[config.mk]
export PLATFORM = sky130hd
export DESIGN_NAME = slc3_trace_capture
export DESIGN_NICKNAME = d
export VERILOG_FILES = /design/src/rtl/slc3_trace_pkg.sv /design/src/rtl/trace_ring.sv /design/src/rtl/slc3_trace_capture.sv
export SDC_FILE = /design/constraint.sdc
export NUM_CORES = 1
export LEC_CHECK = 0
export CELL_PAD_IN_SITES_DETAIL_PLACEMENT = 1
export CELL_PAD_IN_SITES_GLOBAL_PLACEMENT = 1
export CORE_MARGIN = 5
export CORE_UTILIZATION = 56
export CTS_CLUSTER_DIAMETER = 80
export CTS_CLUSTER_SIZE = 12
export DETAILED_ROUTE_END_ITERATION = 6
export GPL_TIMING_DRIVEN = 0
export PLACE_DENSITY = 0.92
export SLEW_MARGIN = 20
export SYNTH_ARGS = -nofsm -noshare
export SYNTH_HDL_FRONTEND = slang
export SYNTH_HIERARCHICAL = 1
export SYNTH_SLANG_ARGS = --single-unit
[constraint.sdc]
create_clock -name Clk -period 13.9 [get_ports Clk]
set_input_delay 2.78 -clock Clk [delete_from_list [all_inputs] [get_ports Clk]]
set_output_delay 2.78 -clock Clk [all_outputs]
set_load 0.01 [all_outputs]
[src/rtl/slc3_trace_pkg.sv]
// Shared types and width helpers for the SLC-3 trace-capture unit.
package slc3_trace_pkg;

   typedef enum logic [1:0] {
      StIdle    = 2'd0,
      StCapture = 2'd1,
      StPost    = 2'd2,
      StDone    = 2'd3
   } trace_state_t;

   function automatic int unsigned ptr_w(input int unsigned depth);
      return $clog2(depth);
   endfunction

endpackage

[src/rtl/trace_ring.sv]
// Circular sample buffer: unreset storage, wrapping pointers, fill level, fall-through read.
module trace_ring
   import slc3_trace_pkg::*;
#(
   parameter int unsigned Width = 64,
   parameter int unsigned Depth = 16
) (
   input  logic                     clk_i,
   input  logic                     rst_i,
   input  logic                     clear_i,
   input  logic                     push_i,
   input  logic                     pop_i,
   input  logic [Width-1:0]         wdata_i,
   output logic [Width-1:0]         rdata_o,
   output logic [$clog2(Depth):0]   level_o
);

   localparam int unsigned PtrW = ptr_w(Depth);
   localparam int unsigned LvlW = PtrW + 1;
   localparam logic [LvlW-1:0] Full = LvlW'(Depth);

   logic [Width-1:0] mem_q [Depth];
   logic [PtrW-1:0]  wr_q, wr_d, rd_q, rd_d;
   logic [LvlW-1:0]  lvl_q, lvl_d;

   always_comb begin
      wr_d  = wr_q;
      rd_d  = rd_q;
      lvl_d = lvl_q;
      if (clear_i) begin
         wr_d  = '0;
         rd_d  = '0;
         lvl_d = '0;
      end else if (push_i) begin
         wr_d = wr_q + PtrW'(1);
         // A push into a full ring discards the oldest entry.
         if (lvl_q == Full) rd_d = rd_q + PtrW'(1);
         else               lvl_d = lvl_q + LvlW'(1);
      end else if (pop_i && lvl_q != '0) begin
         rd_d  = rd_q + PtrW'(1);
         lvl_d = lvl_q - LvlW'(1);
      end
   end

   always_ff @(posedge clk_i or posedge rst_i) begin
      if (rst_i) begin
         wr_q  <= '0;
         rd_q  <= '0;
         lvl_q <= '0;
      end else begin
         wr_q  <= wr_d;
         rd_q  <= rd_d;
         lvl_q <= lvl_d;
      end
   end

   always_ff @(posedge clk_i) begin
      if (push_i && !clear_i) mem_q[wr_q] <= wdata_i;
   end

   assign rdata_o = mem_q[rd_q];
   assign level_o = lvl_q;

endmodule

[src/rtl/slc3_trace_capture.sv]
// Trace capture for the SLC-3 datapath: stop-on-full or triggered ring capture with halt request.
module slc3_trace_capture
   import slc3_trace_pkg::*;
#(
   parameter int unsigned WIDTH    = 16,
   parameter int unsigned CHANNELS = 4,
   parameter int unsigned DEPTH    = 16,
   parameter int unsigned TRIG_CH  = 0
) (
   input  logic                        Clk,
   input  logic                        Reset,
   input  logic                        arm,
   input  logic                        mode,
   input  logic [WIDTH-1:0]            trig_value,
   input  logic [$clog2(DEPTH)-1:0]    post_count,
   input  logic                        sample,
   input  logic [CHANNELS*WIDTH-1:0]   ch_data,
   input  logic                        rd_en,
   output logic [CHANNELS*WIDTH-1:0]   rd_data,
   output logic                        rd_valid,
   output logic [$clog2(DEPTH):0]      level,
   output logic [1:0]                  state,
   output logic                        halt_req
);

   localparam int unsigned PtrW = ptr_w(DEPTH);
   localparam int unsigned LvlW = PtrW + 1;
   localparam logic [LvlW-1:0] AlmostFull = LvlW'(DEPTH - 1);

   trace_state_t     state_q, state_d;
   logic             mode_q, mode_d;
   logic [WIDTH-1:0] trig_q, trig_d;
   logic [PtrW-1:0]  post_q, post_d, remain_q, remain_d;
   logic             clear, push, pop, trig_hit;
   logic [CHANNELS*WIDTH-1:0] ring_rdata;

   assign trig_hit = (ch_data[TRIG_CH*WIDTH +: WIDTH] == trig_q);

   always_comb begin
      state_d  = state_q;
      mode_d   = mode_q;
      trig_d   = trig_q;
      post_d   = post_q;
      remain_d = remain_q;
      clear    = 1'b0;
      push     = 1'b0;
      pop      = 1'b0;
      // arm overrides any sample or pop in the same cycle.
      if (arm) begin
         clear   = 1'b1;
         state_d = StCapture;
         mode_d  = mode;
         trig_d  = trig_value;
         post_d  = post_count;
      end else begin
         unique case (state_q)
            StIdle: ;
            StCapture: begin
               if (sample) begin
                  push = 1'b1;
                  if (!mode_q) begin
                     if (level == AlmostFull) state_d = StDone;
                  end else if (trig_hit) begin
                     remain_d = post_q;
                     state_d  = (post_q == '0) ? StDone : StPost;
                  end
               end
            end
            StPost: begin
               if (sample) begin
                  push     = 1'b1;
                  remain_d = remain_q - PtrW'(1);
                  if (remain_q == PtrW'(1)) state_d = StDone;
               end
            end
            StDone: pop = rd_en;
            default: state_d = StIdle;
         endcase
      end
   end

   always_ff @(posedge Clk or posedge Reset) begin
      if (Reset) begin
         state_q  <= StIdle;
         mode_q   <= 1'b0;
         trig_q   <= '0;
         post_q   <= '0;
         remain_q <= '0;
      end else begin
         state_q  <= state_d;
         mode_q   <= mode_d;
         trig_q   <= trig_d;
         post_q   <= post_d;
         remain_q <= remain_d;
      end
   end

   trace_ring #(
      .Width (CHANNELS * WIDTH),
      .Depth (DEPTH)
   ) u_ring (
      .clk_i   (Clk),
      .rst_i   (Reset),
      .clear_i (clear),
      .push_i  (push),
      .pop_i   (pop),
      .wdata_i (ch_data),
      .rdata_o (ring_rdata),
      .level_o (level)
   );

   assign rd_valid = (state_q == StDone) && (level != '0);
   assign rd_data  = rd_valid ? ring_rdata : '0;
   assign state    = state_q;
   assign halt_req = (state_q == StDone);

endmodule

-- Word-level counts from Yosys, hierarchy flattened
Memory sizes are Yosys's and may differ from the RTL's.
Index checks and enable logic that the tools add are counted.
- register bits after elaboration: 40
- memory bits (writable): 1024
- bits of input ports: 90
- output and inout port bits: 73
- word-level logic and storage cells: 81
- memories kept: 1
- memories (name ; words ; bits a word ; read ports ; clocked after Yosys merged registers in ; wr ports ; line ; text):
    u_ring.mem_q ; 16 ; 64 ; 1 ; 0 ; 1 ; trace_ring.sv:22 ; logic [Width-1:0] mem_q [Depth];
- add/sub/neg operators: 5
- equal/unequal tests: 18
- mux-type cells: 33
- bitwise gates (word level): 1
- reduce and logical (&&, ||, !) cells: 15
- operators with widths (operator ; number):
    two-way mux 64 bit ; 1
    two-way mux 4 bit ; 10
    two-way mux 5 bit ; 4
    == test 16 bit ; 1
    two-way mux 2 bit ; 7
    AND reduction 6 bit ; 2
    two-way mux 1 bit ; 9
    != test 3 bit, second input constant ; 3
    adder 4 x 1 -> 4 bit, second input constant ; 2
    != test 2 bit, second input constant ; 4
    != test 4 bit, second input constant ; 2
    one-hot mux 4 bit (2 select lines) ; 1
    != test 3 x 2 -> 1 bit, second input constant ; 2
    nonzero test 3 bit ; 2
    adder 5 x 1 -> 5 bit, second input constant ; 1
    == test 5 x 4 -> 1 bit, second input constant ; 1
    == test 5 bit, second input constant ; 1
    nonzero test 5 bit ; 1
    subtractor 5 x 1 -> 5 bit, second input constant ; 1
    == test 2 bit, second input constant ; 2
    == test 4 x 1 -> 1 bit, second input constant ; 1
    zero test 4 bit ; 1
    one-hot mux 2 bit (2 select lines) ; 1
    AND reduction 2 bit ; 2
    other kinds (7) ; 10

-- Longest topological paths before layout
- depth in word-level cells: 7
- mapped depth: 10
- gate-level depth less buffers: 9

-- Modules after synthesis
Netlist, hierarchy kept.
- modules (own cells, without submodules) (module ; times used ; cells each ; area an instance (µm²) ; seq. area each (µm²)):
    trace_ring ; 1 ; 1944 ; 39969.6 ; 31074.8
    slc3_trace_capture ; 1 ; 194 ; 1910.6 ; 675.6

-- Worst setup path after synthesis
No wires, ideal clock.
- path type: input to register
- start: in arm
- end: mem u_ring.mem_q[13][0], enable pin
- setup time: 0.486 ns
- data arrival time: 6.666 ns
- data required time: 13.414 ns
- slack: 6.748 ns
- stages on the path: 6
- buffers on the path: 3
- cells stage by stage: clkbuf_1 -> buf_1 -> nor3b_1 -> buf_2 -> nand2_1 -> nor2_1
- elaborated cells on any way between the ends: 6
- those cells by class: 4 x mux; 2 x reduce/logical
- RTL lines (what ; line ; text):
    start, declared ; slc3_trace_capture.sv:12 ; input logic arm,
    two-way mux 1 bit ; slc3_trace_capture.sv:49 ; if (arm) begin
    named net push ; slc3_trace_capture.sv:34 ; logic clear, push, pop, trig_hit;
    logical AND 1 bit ; trace_ring.sv:58 ; if (push_i && !clear_i) mem_q[wr_q] <= wdata_i;
    two-way mux 1 bit ; trace_ring.sv:58 ;
    two-way mux 1 bit (not written as such) ; trace_ring.sv:58 ;
    end, declared ; trace_ring.sv:22 ;
The timed path passes the listed nets, and every way through them passes these cells.

-- Worst setup path in the final report
- start: reg u_ring.rd_q[1]
- end: out rd_data[48]
- cells in the longest elaborated chain, start to end: 2
- ends and longest elaborated chain (what ; line ; text):
    start, declared ; trace_ring.sv:23 ; logic [PtrW-1:0] wr_q, wr_d, rd_q, rd_d;
    start signal, assigned ; trace_ring.sv:52 ; rd_q <= rd_d;
    memory (16 x 64 bit) ; -- ;
    named net ring_rdata[48] ; slc3_trace_capture.sv:35 ; logic [CHANNELS*WIDTH-1:0] ring_rdata;
    two-way mux 64 bit ; slc3_trace_capture.sv:113 ; assign rd_data = rd_valid ? ring_rdata : '0;
    end, declared ; slc3_trace_capture.sv:19 ; output logic [CHANNELS*WIDTH-1:0] rd_data,
The timed path passes the listed nets, and every way through them passes these cells.

==> impl_results.md <==
- Outcome: finished clean
- Synth area leaders: edfxtp_1 (73%), mux4_2 (6.9%), mux2i_1 (6.2%), a221oi_1 (2.7%), dfrtp_1 (2.4%)
- Core ar.: roughly 74000 um2
- Pint: around 0.005 W
- Synth area leader: edfxtp_1
- Worst Hold Launch: trig_q[0]
- Vias: between 20000 and 25000
- Inserted Clock Buffers: between 90 and 100
- Share of cells above drive strength 1: between 10% and 20%
- CTS Buffer Depth: 3
- Psw: about 0.0015 W
- Die Wd: 283 um
- Final HPWL DP: between 70000 and 80000 um
- Mapped Cells: between 2000 and 2500
- Critical-path maximum fanout: 10
- Achievable clock frequency: about 140 MHz
- Initial antenna violation count: 7
- Fraction of registers with async set/reset: under 10%
- Initial DRC Count: between 3000 and 4000
- Syn nets: 2242
- Worst path bufs/invs: 3
- PostCTS Resize Cnt: 0
- Critical Path AT: roughly 4.2 ns
- Comb power frac: a little under a tenth
- Grt ovf: 0
- Setup CP Type: flop to output pin
- R2R Path Start: state[0]
- Clock power share: 37.0%
- Crit path largest cell delay: between 0.6 and 0.7 ns
- # IOs: 163
- Worst endpoint required time: 11.12 ns
- H-Tree Depth: 3
- Crit share post-route: 50.1%
- Largest net degree at the start of global routing: 42
- Nets: about 2500
- Post-synthesis cell type count: 54
- Reg2reg setup slack: roughly 9.7 ns
- Hold Path Sink: trig_q[0]
- Slew margin rel.: a little over a fifth
- Max Cap Violations: 0
- Max-slew violation count: 0
- Post-CTS Setup Inserts: 0
- Gr usage total: between 30% and 40%
- Unrepaired setup endpoints after global routing: no
- Leakage: around 15 nW
- Worst path cell trace: nor2b_1, buf_2, clkbuf_1, a221oi_1, o21ai_0, nand2_1, and2_1, clkdlybuf4s50_1
- Number of synthesized flops with an enable pin: 1024
- # rows: 100
- Vias in the first global route: between 20000 and 30000
- Worst-Skew Late Latency: just under 0.7 ns
- Routed wire length per instance: 37.7 um
- DRT Pass-1 Iters: 6
- PwrDens: approximately 140 nW/um2
- Synth top area share: between 70% and 80%
- Final GP Congestion: 0.767
- First-pass GRT wire length: 187000 um
- Worst hold path class: flop to flop
- Hold Buf Count CTS: 0
- Critical R2R Capture: u_ring/mem_q[10][25]
- CP max-delay cell: clkbuf_1
- YS warnings: 6
- Chip height: 283 um
- Main synth FF type: edfxtp_1
- Die ar.: ~80000 um2
- Final Power: around 0.0067 W
- Fillers: around 6100
- Worst hold stages: 1
- Yosys reg bits: around 1100
- Sequential area share after synthesis: 75.8%
- Clock skew: ~0.037 ns
- Syn Area/Cell: 19.6 um2
- Sink Count: about 1100
- Post-Route WL: roughly 130000 um
- Sw frac: a little under a quarter
- Detail Route Antenna Nets: 0
- CP top delay family: buffers and inverters
- Seq pwr share: a little over half
- Clock transition at the registers of the reported paths: 0.07 ns
- Fin crit period: between 6 and 7 ns
- Reg2Reg Depth: 8
- Root buf cell: clkbuf_16
- Final setup TNS: 0 ns
- Worst-Margin Slew: 1.18 ns
- Starting Density: roughly 56%
- Endpoints failing hold: 0
- Drt via density: 7.14
- Max VDD drop: slightly below 0.1 mV
- PortBufs: approximately 160
- Layout area overhead: 14.7%
- CTS tree: built
- Final setup viols: 0
- CP Capture Type: output pin
- DR DRC count: 0
- Syn Std Cell Area: 41900 um2
- Startpoint types: flop
metrics by stage:
stage / setup slack [ns] / cell area [um2] / utilization, % / std cells / hold WS [ns]
detailed placement: 7.27 / 45400 / 61.1 / 3295 / 0.518
CTS: 7.06 / 48000 / 64.6 / 3422 / 0.534
global placement: 3.63 / 44700 / 60.1 / 3268 / 0.495
finish: 6.94 / 48000 / 64.6 / 3424 / 0.527
global route: 6.99 / 48000 / 64.6 / 3422 / 0.549
floorplan: 6.75 / 41900 / - / 2138 / 0.482
worst max path at each step:
stage	endpoint	cells after the start	startpoint
floorplan	u_ring/mem_q[13][0]	6	arm
CTS	rd_data[48]	8	u_ring/rd_q[1]
finish	rd_data[48]	8	u_ring/rd_q[1]
global placement	u_ring/mem_q[9][26]	6	arm
detailed placement	u_ring/mem_q[11][40]	8	arm
global route	rd_data[48]	8	u_ring/rd_q[1]
power groups by stage:
stage | Combinational [W] | Clock (W) | Sequential [W]
floorplan | 0.000391 | 0 | 0.00362
global placement | 0.000556 | 0 | 0.00363
detailed placement | 0.000605 | 0 | 0.00363
CTS | 0.000626 | 0.00248 | 0.00356
global route | 0.000657 | 0.00264 | 0.00356
finish | 0.000632 | 0.00246 | 0.00356
layout by cell type, fill, tap and decap left out, types with 3 or more instances in the layout:
master / netlist / final
clkbuf_1: 56 / 77
nand2_1: 75 / 75
inv_6: 0 / 4
a221oi_1: 130 / 130
buf_2: 11 / 11
buf_4: 23 / 23
edfxtp_1: 1024 / 1024
inv_1: 13 / 12
buf_1: 8 / 8
nor4_1: 7 / 7
a22oi_1: 64 / 64
nor2_4: 1 / 5
mux2i_1: 261 / 261
buf_12: 0 / 17
or3_1: 4 / 4
dfrtp_1: 40 / 40
mux2_2: 21 / 21
nor2_1: 18 / 14
nor2b_1: 3 / 3
o21ai_0: 66 / 66
xor2_1: 21 / 21
clkdlybuf4s50_1: 0 / 161
and2_4: 0 / 12
buf_6: 22 / 22
o22a_1: 3 / 3
mux4_2: 128 / 128
o21a_1: 3 / 3
and2_1: 77 / 65
buf_16: 0 / 10
xnor2_1: 3 / 3
o21ai_1: 4 / 4
clkbuf_16: 0 / 99
ha_1: 13 / 13
a21oi_1: 4 / 4
Yosys cell counts (8+ instances only):
cell type / n
dfrtp_1: 40
xor2_1: 21
mux2_2: 21
buf_4: 23
edfxtp_1: 1024
clkbuf_1: 56
inv_1: 13
nor2_1: 18
nand2_1: 75
mux2i_1: 261
buf_1: 8
o21ai_0: 66
mux4_2: 128
buf_6: 22
a221oi_1: 130
buf_2: 11
and2_1: 77
a22oi_1: 64
ha_1: 13
logic make-up (layout without fill, tap and decap cells):
logic type / count (synthesis) / count (layout) / share of synthesized area, %
fa+ha+maj: 14 / 14 / 0.436
buf+inv: 134 / 449 / 1.83
flops: 1064 / 1064 / 75.8
compound gates: 286 / 286 / 5.13
xor+xnor: 24 / 24 / 0.502
simple gates: 204 / 204 / 2.55
other cells: 0 / 2 / 0
mux: 412 / 412 / 13.7
state kept, by name (all words and copies together), names as in the netlist:
signal	flops
mode_q	1
post_q	4
remain_q	4
state	2
trig_q	16
u_ring/level_o	5
u_ring/mem_q	1024
u_ring/rd_q	4
u_ring/wr_q	4
area by class of cell:
| class | instances | area [um2] | share of cell area [%] |
|---|---|---|---|
| Antenna cell | 2 | 5.00 | 0.0104 |
| Buffer | 120 | 716 | 1.49 |
| Clock buffer | 120 | 2560 | 5.32 |
| Clock inverter | 7 | 97.6 | 0.203 |
| Inverter | 14 | 52.6 | 0.109 |
| Multi-Input combinational cell | 940 | 9420 | 19.6 |
| Sequential cell | 1064 | 31800 | 66.1 |
| Tap cell | 969 | 1210 | 2.52 |
| Timing Repair Buffer | 188 | 2230 | 4.64 |
metal layers:
layer / GRT usage, % / wire length [um] / vias to the layer above
met5: 0 / 57 / -
met4: 12.7 / 5780 / 8
met3: 6.81 / 14000 / 402
met2: 53.6 / 65100 / 2042
met1: 40.8 / 44200 / 12700
li1: - / - / 9326
Power figures use the tool's default switching activity.
